[src/rtl/hack_cpu_param.sv]
// Multi-cycle Hack CPU core with a handshaked instruction port, a single-outstanding
// data-memory port, a retired-instruction counter and optional halt-loop detection.
module hack_cpu_param #(
    parameter int DATA_W      = 16,
    parameter int PC_W        = 15,
    parameter int CNT_W       = 16,
    parameter int HALT_DETECT = 1
) (
    input  logic              clk,
    input  logic              reset_n,
    output logic              instr_req,
    input  logic              instr_valid,
    input  logic [15:0]       instruction,
    output logic [PC_W-1:0]   pc,
    output logic              mem_req,
    output logic              mem_we,
    input  logic              mem_ack,
    output logic [DATA_W-1:0] mem_addr,
    output logic [DATA_W-1:0] mem_wdata,
    input  logic [DATA_W-1:0] mem_rdata,
    output logic              halted,
    output logic [CNT_W-1:0]  retired
);

    typedef enum logic [2:0] {
        S_FETCH, S_DECODE, S_MEM_RD, S_EXEC, S_MEM_WR, S_HALT
    } state_t;

    state_t             state_q, state_d;
    logic [PC_W-1:0]    pc_q, pc_d;
    logic [DATA_W-1:0]  a_q, a_d, d_q, d_d;
    logic [DATA_W-1:0]  addr_q, addr_d, y_q, y_d;
    logic [15:0]        ir_q, ir_d;
    logic [CNT_W-1:0]   retired_q, retired_d;
    logic               halted_q, halted_d, prev_a_q, prev_a_d;
    logic               mem_req_q, mem_req_d, mem_we_q, mem_we_d;
    logic [DATA_W-1:0]  mem_wdata_q, mem_wdata_d;

    logic signed [DATA_W-1:0] alu_res;
    logic                     zero, neg, jump_tk, halt_hit;
    logic [PC_W-1:0]          target, pc_inc;
    logic [CNT_W-1:0]         retired_inc;

    function automatic logic [DATA_W-1:0] hack_alu(input logic [DATA_W-1:0] x,
                                                   input logic [DATA_W-1:0] y,
                                                   input logic [5:0]        c);
        logic [DATA_W-1:0] xa, ya, r;
        xa = c[5] ? '0 : x;
        xa = c[4] ? ~xa : xa;
        ya = c[3] ? '0 : y;
        ya = c[2] ? ~ya : ya;
        r  = c[1] ? xa + ya : xa & ya;
        return c[0] ? ~r : r;
    endfunction

    always_comb begin
        state_d     = state_q;
        pc_d        = pc_q;
        a_d         = a_q;
        d_d         = d_q;
        addr_d      = addr_q;
        y_d         = y_q;
        ir_d        = ir_q;
        retired_d   = retired_q;
        halted_d    = halted_q;
        prev_a_d    = prev_a_q;
        mem_req_d   = mem_req_q;
        mem_we_d    = mem_we_q;
        mem_wdata_d = mem_wdata_q;

        alu_res     = hack_alu(d_q, y_q, ir_q[11:6]);
        zero        = (alu_res == '0);
        neg         = alu_res[DATA_W-1];
        jump_tk     = (ir_q[2] & neg) | (ir_q[1] & zero) | (ir_q[0] & ~neg & ~zero);
        target      = addr_q[PC_W-1:0];
        pc_inc      = pc_q + PC_W'(1);
        retired_inc = retired_q + CNT_W'(1);
        // A self-jump, or a two-instruction "@L; 0;JMP" loop back onto itself, can never exit.
        halt_hit    = (HALT_DETECT != 0) && jump_tk && (ir_q[5:3] == 3'b000) &&
                      ((target == pc_q) || (prev_a_q && (target == pc_q - PC_W'(1))));

        case (state_q)
            S_FETCH: begin
                if (instr_valid) begin
                    ir_d    = instruction;
                    state_d = S_DECODE;
                end
            end
            S_DECODE: begin
                if (!ir_q[15]) begin
                    a_d       = DATA_W'(ir_q[14:0]);
                    pc_d      = pc_inc;
                    retired_d = retired_inc;
                    prev_a_d  = 1'b1;
                    state_d   = S_FETCH;
                end else begin
                    // Operand address and jump target are frozen here, before d1 can rewrite A.
                    addr_d = a_q;
                    if (ir_q[12]) begin
                        mem_req_d = 1'b1;
                        mem_we_d  = 1'b0;
                        state_d   = S_MEM_RD;
                    end else begin
                        y_d     = a_q;
                        state_d = S_EXEC;
                    end
                end
            end
            S_MEM_RD: begin
                if (mem_ack) begin
                    y_d       = mem_rdata;
                    mem_req_d = 1'b0;
                    state_d   = S_EXEC;
                end
            end
            S_EXEC: begin
                if (ir_q[5]) a_d = alu_res;
                if (ir_q[4]) d_d = alu_res;
                if (halt_hit) begin
                    retired_d = retired_inc;
                    halted_d  = 1'b1;
                    prev_a_d  = 1'b0;
                    state_d   = S_HALT;
                end else begin
                    pc_d = jump_tk ? target : pc_inc;
                    if (ir_q[3]) begin
                        mem_req_d   = 1'b1;
                        mem_we_d    = 1'b1;
                        mem_wdata_d = alu_res;
                        state_d     = S_MEM_WR;
                    end else begin
                        retired_d = retired_inc;
                        prev_a_d  = 1'b0;
                        state_d   = S_FETCH;
                    end
                end
            end
            S_MEM_WR: begin
                if (mem_ack) begin
                    mem_req_d = 1'b0;
                    mem_we_d  = 1'b0;
                    retired_d = retired_inc;
                    prev_a_d  = 1'b0;
                    state_d   = S_FETCH;
                end
            end
            S_HALT: begin
            end
            default: state_d = S_FETCH;
        endcase
    end

    always_ff @(posedge clk or negedge reset_n) begin
        if (!reset_n) begin
            state_q     <= S_FETCH;
            pc_q        <= '0;
            a_q         <= '0;
            d_q         <= '0;
            addr_q      <= '0;
            y_q         <= '0;
            ir_q        <= '0;
            retired_q   <= '0;
            halted_q    <= 1'b0;
            prev_a_q    <= 1'b0;
            mem_req_q   <= 1'b0;
            mem_we_q    <= 1'b0;
            mem_wdata_q <= '0;
        end else begin
            state_q     <= state_d;
            pc_q        <= pc_d;
            a_q         <= a_d;
            d_q         <= d_d;
            addr_q      <= addr_d;
            y_q         <= y_d;
            ir_q        <= ir_d;
            retired_q   <= retired_d;
            halted_q    <= halted_d;
            prev_a_q    <= prev_a_d;
            mem_req_q   <= mem_req_d;
            mem_we_q    <= mem_we_d;
            mem_wdata_q <= mem_wdata_d;
        end
    end

    assign instr_req = (state_q == S_FETCH);
    assign pc        = pc_q;
    assign mem_req   = mem_req_q;
    assign mem_we    = mem_we_q;
    assign mem_addr  = addr_q;
    assign mem_wdata = mem_wdata_q;
    assign halted    = halted_q;
    assign retired   = retired_q;

endmodule

[config.mk]
export PLATFORM = sky130hd
export DESIGN_NAME = hack_cpu_param
export DESIGN_NICKNAME = d
export VERILOG_FILES = /design/src/rtl/hack_cpu_param.sv
export SDC_FILE = /design/constraint.sdc
export NUM_CORES = 1
export LEC_CHECK = 0
export CORE_ASPECT_RATIO = 1.4
export CORE_MARGIN = 2
export CORE_UTILIZATION = 30
export CTS_CLUSTER_DIAMETER = 150
export DETAILED_ROUTE_END_ITERATION = 6
export HOLD_SLACK_MARGIN = 0.06
export PLACE_DENSITY = 0.59
export SETUP_SLACK_MARGIN = 0.5
export SYNTH_ARGS = -nofsm -noshare
export SYNTH_HDL_FRONTEND = slang
export SYNTH_SLANG_ARGS = --single-unit
[constraint.sdc]
create_clock -name clk -period 6.08 [get_ports clk]
set_clock_uncertainty 0.15 [all_clocks]
set_input_delay 0.608 -clock clk [delete_from_list [all_inputs] [get_ports clk]]
set_output_delay 0.608 -clock clk [all_outputs]
set_load 0.05 [all_outputs]
==> results of run 1 <==
[cell families (layout without fill, tap and decap cells)]
family	count (synthesis)	count (layout)	share of synthesized area, %
simple gates	356	356	21.2
compound gates	221	221	16.2
flops	134	134	39.1
mux	56	56	7.11
buf+inv	75	160	4.10
fa+ha+maj	20	20	3.01
xor+xnor	91	91	9.29
[worst max-delay path, cell delays in order (launching register included)]
cell	delay, ns
dfrtp_1	0.63
buf_4	0.27
xnor2_1	0.15
ha_1	0.31
inv_1	0.08
fa_1	0.37
and2b_4	0.29
o31ai_4	0.08
a21oi_1	0.33
mux2_1	0.36
nor3_1	0.42
nand3_1	0.20
nor4_4	0.31
mux2i_1	0.52
a21boi_4	0.08
buf_4	0.27
a21oi_1	0.20
a21oi_2	0.04
[cell type report]
type                            count  area, sq um  area share, %
Clock buffer                       20          457           4.36
Clock inverter                     11          149           1.42
Inverter                           15         56.3          0.537
Multi-Input combinational cell    744         4880           46.6
Sequential cell                   134         3350           32.0
Tap cell                          375          469           4.48
Timing Repair Buffer              114         1110           10.6
[registers in the layout (all words and copies together) (netlist names)]
signal and cells:
a_q 16, mem_wdata 16, prev_a_q 1, mem_addr 16
y_q 16, ir_q 16, mem_req 1, retired 16
mem_we 1, pc 15, d_q 16, halted 1
state_q 3
[placed cells by master (no fill, tap or decap), types with 4 or more instances in the layout]
master,instances
a211oi_1,4
a21o_1,6
a21oi_1,62
a21oi_2,13
a31oi_1,5
and3_1,21
buf_4,11
clkbuf_16,17
clkdlybuf4s50_1,101
dfrtp_1,133
ha_1,19
inv_1,14
mux2_2,34
mux2i_1,20
nand2_1,110
nand2b_1,50
nand3_1,38
nand4_1,14
nor2_1,56
nor2b_1,6
nor3_1,21
nor4_1,8
o211ai_1,6
o21ai_0,78
or2_2,4
or3_1,5
xnor2_1,74
xor2_1,17
[per-layer routing]
layer  global-route usage (%)  vias up  routed length (microns)
li1                         -     3497                        -
met1                     19.9     3453                    10300
met2                     30.8      189                    13100
met3                     2.79       69                      851
met4                     9.24        0                     1300
met5                        0        -                        0
[stage by stage]
| stage | cells | setup WS [ns] |
|---|---|---|
| floorplan | 953 | 1.75 |
| global placement | 1381 | 0.977 |
| detailed placement | 1381 | 0.837 |
| CTS | 1413 | 0.815 |
| global route | 1413 | 0.580 |
| finish | 1413 | 0.856 |
[repair_timing]
| action | in CTS | in global routing |
|---|---|---|
| hold buffers | 1 | 0 |
| hold endpoints to repair | 3 | 0 |
| gates resized for setup | 0 | 1 |
| endpoints found under the setup margin | 0 | 11 |
[path summary, 6_finish.rpt]
kind / to / slack, ns / cells past startpoint / start
setup / recovery: pc[11] / 0.86 / 17 / ir_q[10]
hold / removal: retired[15] / 0.32 / 1 / retired[15]
setup reg to reg: pc[11] / 0.86 / 17 / ir_q[10]
hold reg to reg: retired[15] / 0.32 / 1 / retired[15]
max in group asynchronous: ir_q[8] / 3.75 / 3 / reset_n
min in group asynchronous: ir_q[6] / 0.60 / 2 / reset_n
==> impl_metrics.json, run 1 <==
{
  "clk_pin_slew_ns": 0.06,
  "wl_mm": 25.6,
  "cts_setup_buffers": 0,
  "ys_types": 83,
  "grt_pass1_wl_mm": 40.3,
  "synthTopCellsByCount": "dfrtp_1 (134), nand2_1 (110), o21ai_0 (78)",
  "clock_latency_ns": 0.43,
  "hold_ws_ns": 0.323,
  "clock_path_buffers": 2,
  "setup_viol": 0,
  "rows": 73,
  "finalHoldViolCount": 0,
  "end_kind": "flip-flop",
  "dpl_cell_area_sq_um": 9870,
  "wl_per_cell_microns": 18.1,
  "clock-sinks": 134,
  "dpl.hpwl_mm": 19.3,
  "fin_util_pct": 37.1,
  "die-width_microns": 147,
  "synth_area_leaders": "dfrtp_1 (39%), xnor2_1 (7.6%), nand2_1 (4.8%), o21ai_0 (4.6%), mux2_2 (4.5%)",
  "synth_top_area_share_pct": 39.1,
  "worstSetupPathType": "reg -> reg",
  "synth.most_common_cell": "dfrtp_1",
  "ys.flop_type": "dfrtp_1",
  "yosysTopAreaCell": "dfrtp_1",
  "coreArea_sq_um": 28200,
  "seq_area_frac_synth_pct": 39.1,
  "ys_async_sr_fraction_pct": 100,
  "synthCells": 953,
  "antenna_left": 0,
  "yosys_register_bits": 134,
  "worst-path-max-fanout": 30,
  "finalCriticalPeriod_ns": 5.22,
  "slew_headroom_pct": 28.7,
  "final_area_sq_um": 10500,
  "avgSynthCellArea_sq_um": 9.00,
  "hp-class": "reg -> reg",
  "pin_count": 103,
  "dieArea_sq_um": 30000,
  "finalMaxSlewViolations": 0,
  "crit_path_start_kind": "flip-flop",
  "routabilityCongestion": 0.890,
  "antenna_cells": 0,
  "dr.pass1.iters": 5,
  "viasPerCell": 5.10,
  "grtUsageTotal_pct": 17.3,
  "layout-drive-gt1-share_pct": 11.2,
  "grt_max_degree": 69,
  "rsz0062_at_grt": "no",
  "max_freq_ghz": 0.191,
  "cts_tree": "done",
  "synth_area_sq_um": 8580,
  "ys_warn_count": 0,
  "vias": 7208,
  "final.fill_count": 2787,
  "drt_iter0_markers": 518,
  "nNetsFinal": 1082,
  "cap_violations": 0,
  "synth-edff-count": 0,
  "outcome": "complete, no violations",
  "antenna_found_initial": 0,
  "finalSetupTns_ns": 0,
  "fin_crit_sh_pct": 85.9,
  "initial_core_util_pct": 30.4,
  "drc_errors": 0,
  "arrival_ns": 5.37,
  "cts-root-buf": "clkbuf_16",
  "overflow": 0,
  "cts_buffers": 17,
  "syn_nets": 1009,
  "cp.required_ns": 6.23,
  "synthToLayoutAreaGrowth_pct": 22.2,
  "portBuffers": 102,
  "h-tree-depth": 4,
  "worstMarginPinSlew_ns": 1.07,
  "grt_pass1_vias": 7053,
  "die_h_microns": 204
}
Power of run 1 is not shown: default switching activity piles up to over one toggle a cycle in this logic, so the estimate is an artifact.
==> run 2, diff against run 1 <==
--- a/config.mk
+++ b/config.mk
@@ -11,8 +11,9 @@
 export CTS_CLUSTER_DIAMETER = 150
 export DETAILED_ROUTE_END_ITERATION = 6
 export HOLD_SLACK_MARGIN = 0.06
-export PLACE_DENSITY = 0.59
+export PLACE_DENSITY = 0.44
 export SETUP_SLACK_MARGIN = 0.5
+export SLEW_MARGIN = 5
 export SYNTH_ARGS = -nofsm -noshare
 export SYNTH_HDL_FRONTEND = slang
 export SYNTH_SLANG_ARGS = --single-unit
==> run 2 against run 1 <==
  * Design area is 0.39% higher
  * Critical path depth unchanged
  * First-iteration DRC count fell by 27%
==> impl_metrics.json, run 2 (synthesis results as in run 1) <==
{
  "rows": 73,
  "end_kind": "flip-flop",
  "crit_end": "pc[11]",
  "multi_input_area_sq_um": 4880,
  "hold_ws_ns": 0.0506,
  "dp_cells": 1381,
  "dieArea_sq_um": 30000,
  "grt_pass1_wl_mm": 40.8,
  "cts_buffers": 17,
  "finalHoldViolCount": 0,
  "cts-root-buf": "clkbuf_16",
  "setup_viol": 0,
  "drc_errors": 0,
  "overflow": 0,
  "finalCriticalPeriod_ns": 5.18,
  "coreArea_sq_um": 28200,
  "antenna_left": 0,
  "h-tree-depth": 4,
  "dr.pass1.iters": 5,
  "antenna_found_initial": 0,
  "viasPerCell": 4.95,
  "die_h_microns": 204,
  "crit_path_start_kind": "flip-flop",
  "grt_pass1_vias": 6925,
  "portBuffers": 102,
  "fin_ws_ns": 0.902,
  "grtUsageTotal_pct": 17.7,
  "wl_mm": 26.4,
  "rr_worst_depth": 17,
  "worstMarginPinSlew_ns": 1.15,
  "seqCellArea_sq_um": 3350,
  "routabilityCongestion": 0.823,
  "nNetsFinal": 1087,
  "clk_pin_slew_ns": 0.07,
  "pin_count": 103,
  "clock_path_buffers": 2,
  "r2r_setup_slack_ns": 0.90,
  "max_freq_ghz": 0.193,
  "clock-sinks": 134,
  "final.fill_count": 2868,
  "outcome": "complete, no violations",
  "wl_per_cell_microns": 18.6,
  "cap_violations": 0,
  "reg2reg_from": "ir_q[11]",
  "antenna_cells": 0,
  "synthToLayoutAreaGrowth_pct": 22.7,
  "fin_cells": 1419,
  "vias": 7024,
  "cp.required_ns": 6.24,
  "hp-class": "in -> async",
  "initial_core_util_pct": 30.4,
  "fin_crit_sh_pct": 85.2,
  "cts_tree": "done",
  "layout-drive-gt1-share_pct": 11.7,
  "arrival_ns": 5.33,
  "grt_max_degree": 77,
  "slew_headroom_pct": 23.2,
  "finalSetupTns_ns": 0,
  "dp_slack_ns": 0.817,
  "startpoint": "ir_q[11]",
  "dpl.hpwl_mm": 20.0,
  "rsz0062_at_grt": "no",
  "worst-path-max-fanout": 18,
  "clock_latency_ns": 0.43,
  "finalMaxSlewViolations": 0,
  "worstSetupPathType": "reg -> reg",
  "drt_iter0_markers": 377,
  "final_common_cell": "dfrtp_1",
  "regToRegEndpoint": "pc[11]",
  "mostFrequentLayoutCells": "dfrtp_1 (134), nand2_1 (110), clkdlybuf4s50_1 (101)",
  "die-width_microns": 147
}
==> run 2: cell types whose count changed in the layout (fill, tap and decap cells not counted) <==
cell,before,now
dlygate4sd3_1,1,0
clkbuf_8,2,1
buf_4,11,17
inv_8,0,1
clkinvlp_4,3,2
dfrtp_1,133,134
inv_6,1,3
dfrtp_2,1,0
==> run 2: what timing repair did <==
| item | in CTS | in global routing |
|---|---|---|
| setup buffers | 0 | 6 |
| resized for setup | 0 | 0 |
| endpoints found under the setup margin | 0 | 8 |
| hold buffers | 0 | 0 |
==> run 2: critical path: stages (launching register included) <==
cell	delay, ns
dfrtp_1	0.54
nand2b_1	0.23
xnor2_1	0.15
ha_1	0.30
inv_1	0.08
fa_1	0.37
and2b_4	0.30
o31ai_4	0.08
a21oi_1	0.33
mux2_1	0.36
nor3_1	0.44
nand3_1	0.20
nor4_4	0.31
mux2i_1	0.54
a21boi_4	0.20
buf_4	0.24
a21oi_1	0.17
a21oi_2	0.04
==> run 2: per-layer routing <==
layer  part of all wire (%)  vias up  global-route usage [%]
met5                      0        -                       0
met4                    3.5        0                    7.49
met3                    2.4       36                    2.57
met2                     52      126                    32.0
met1                     42     3359                    21.0
li1                       -     3503                       -
==> run 2: area by class of cell <==
class | instances | area share [%]
Timing Repair Buffer | 119 | 10.9
Sequential cell | 134 | 31.9
Tap cell | 375 | 4.46
Clock inverter | 13 | 1.62
Clock buffer | 19 | 4.21
Multi-Input combinational cell | 744 | 46.4
Inverter | 15 | 0.535
==> run 2: worst min path at each step <==
stage                      start           end  slack (ns)
CTS                      reset_n    retired[7]        0.09
detailed placement   retired[15]   retired[15]        0.31
floorplan                reset_n        a_q[0]        0.16
global route             reset_n    retired[7]        0.11
global placement    mem_wdata[2]  mem_wdata[2]        0.32
finish                   reset_n    retired[7]        0.05
==> run 2: through the flow <==
stage / utilization [%] / instance area, sq um
after floorplan: - / 8580
after global placement: 35.0 / 9870
after global routing: 37.3 / 10500
after detailed placement: 35.0 / 9870
final: 37.3 / 10500
after CTS: 37.1 / 10500
Power of run 2 is left out for the same reason.
==> run 3, diff against run 2 <==
--- a/config.mk
+++ b/config.mk
@@ -13,6 +13,7 @@
 export HOLD_SLACK_MARGIN = 0.06
 export PLACE_DENSITY = 0.44
 export SETUP_SLACK_MARGIN = 0.5
+export SKIP_LAST_GASP = 1
 export SLEW_MARGIN = 5
 export SYNTH_ARGS = -nofsm -noshare
 export SYNTH_HDL_FRONTEND = slang
==> results of run 3 <==
The final DEF is identical to that of run 2; final timing and power are the same.
Power of run 3 is left out for the same reason.
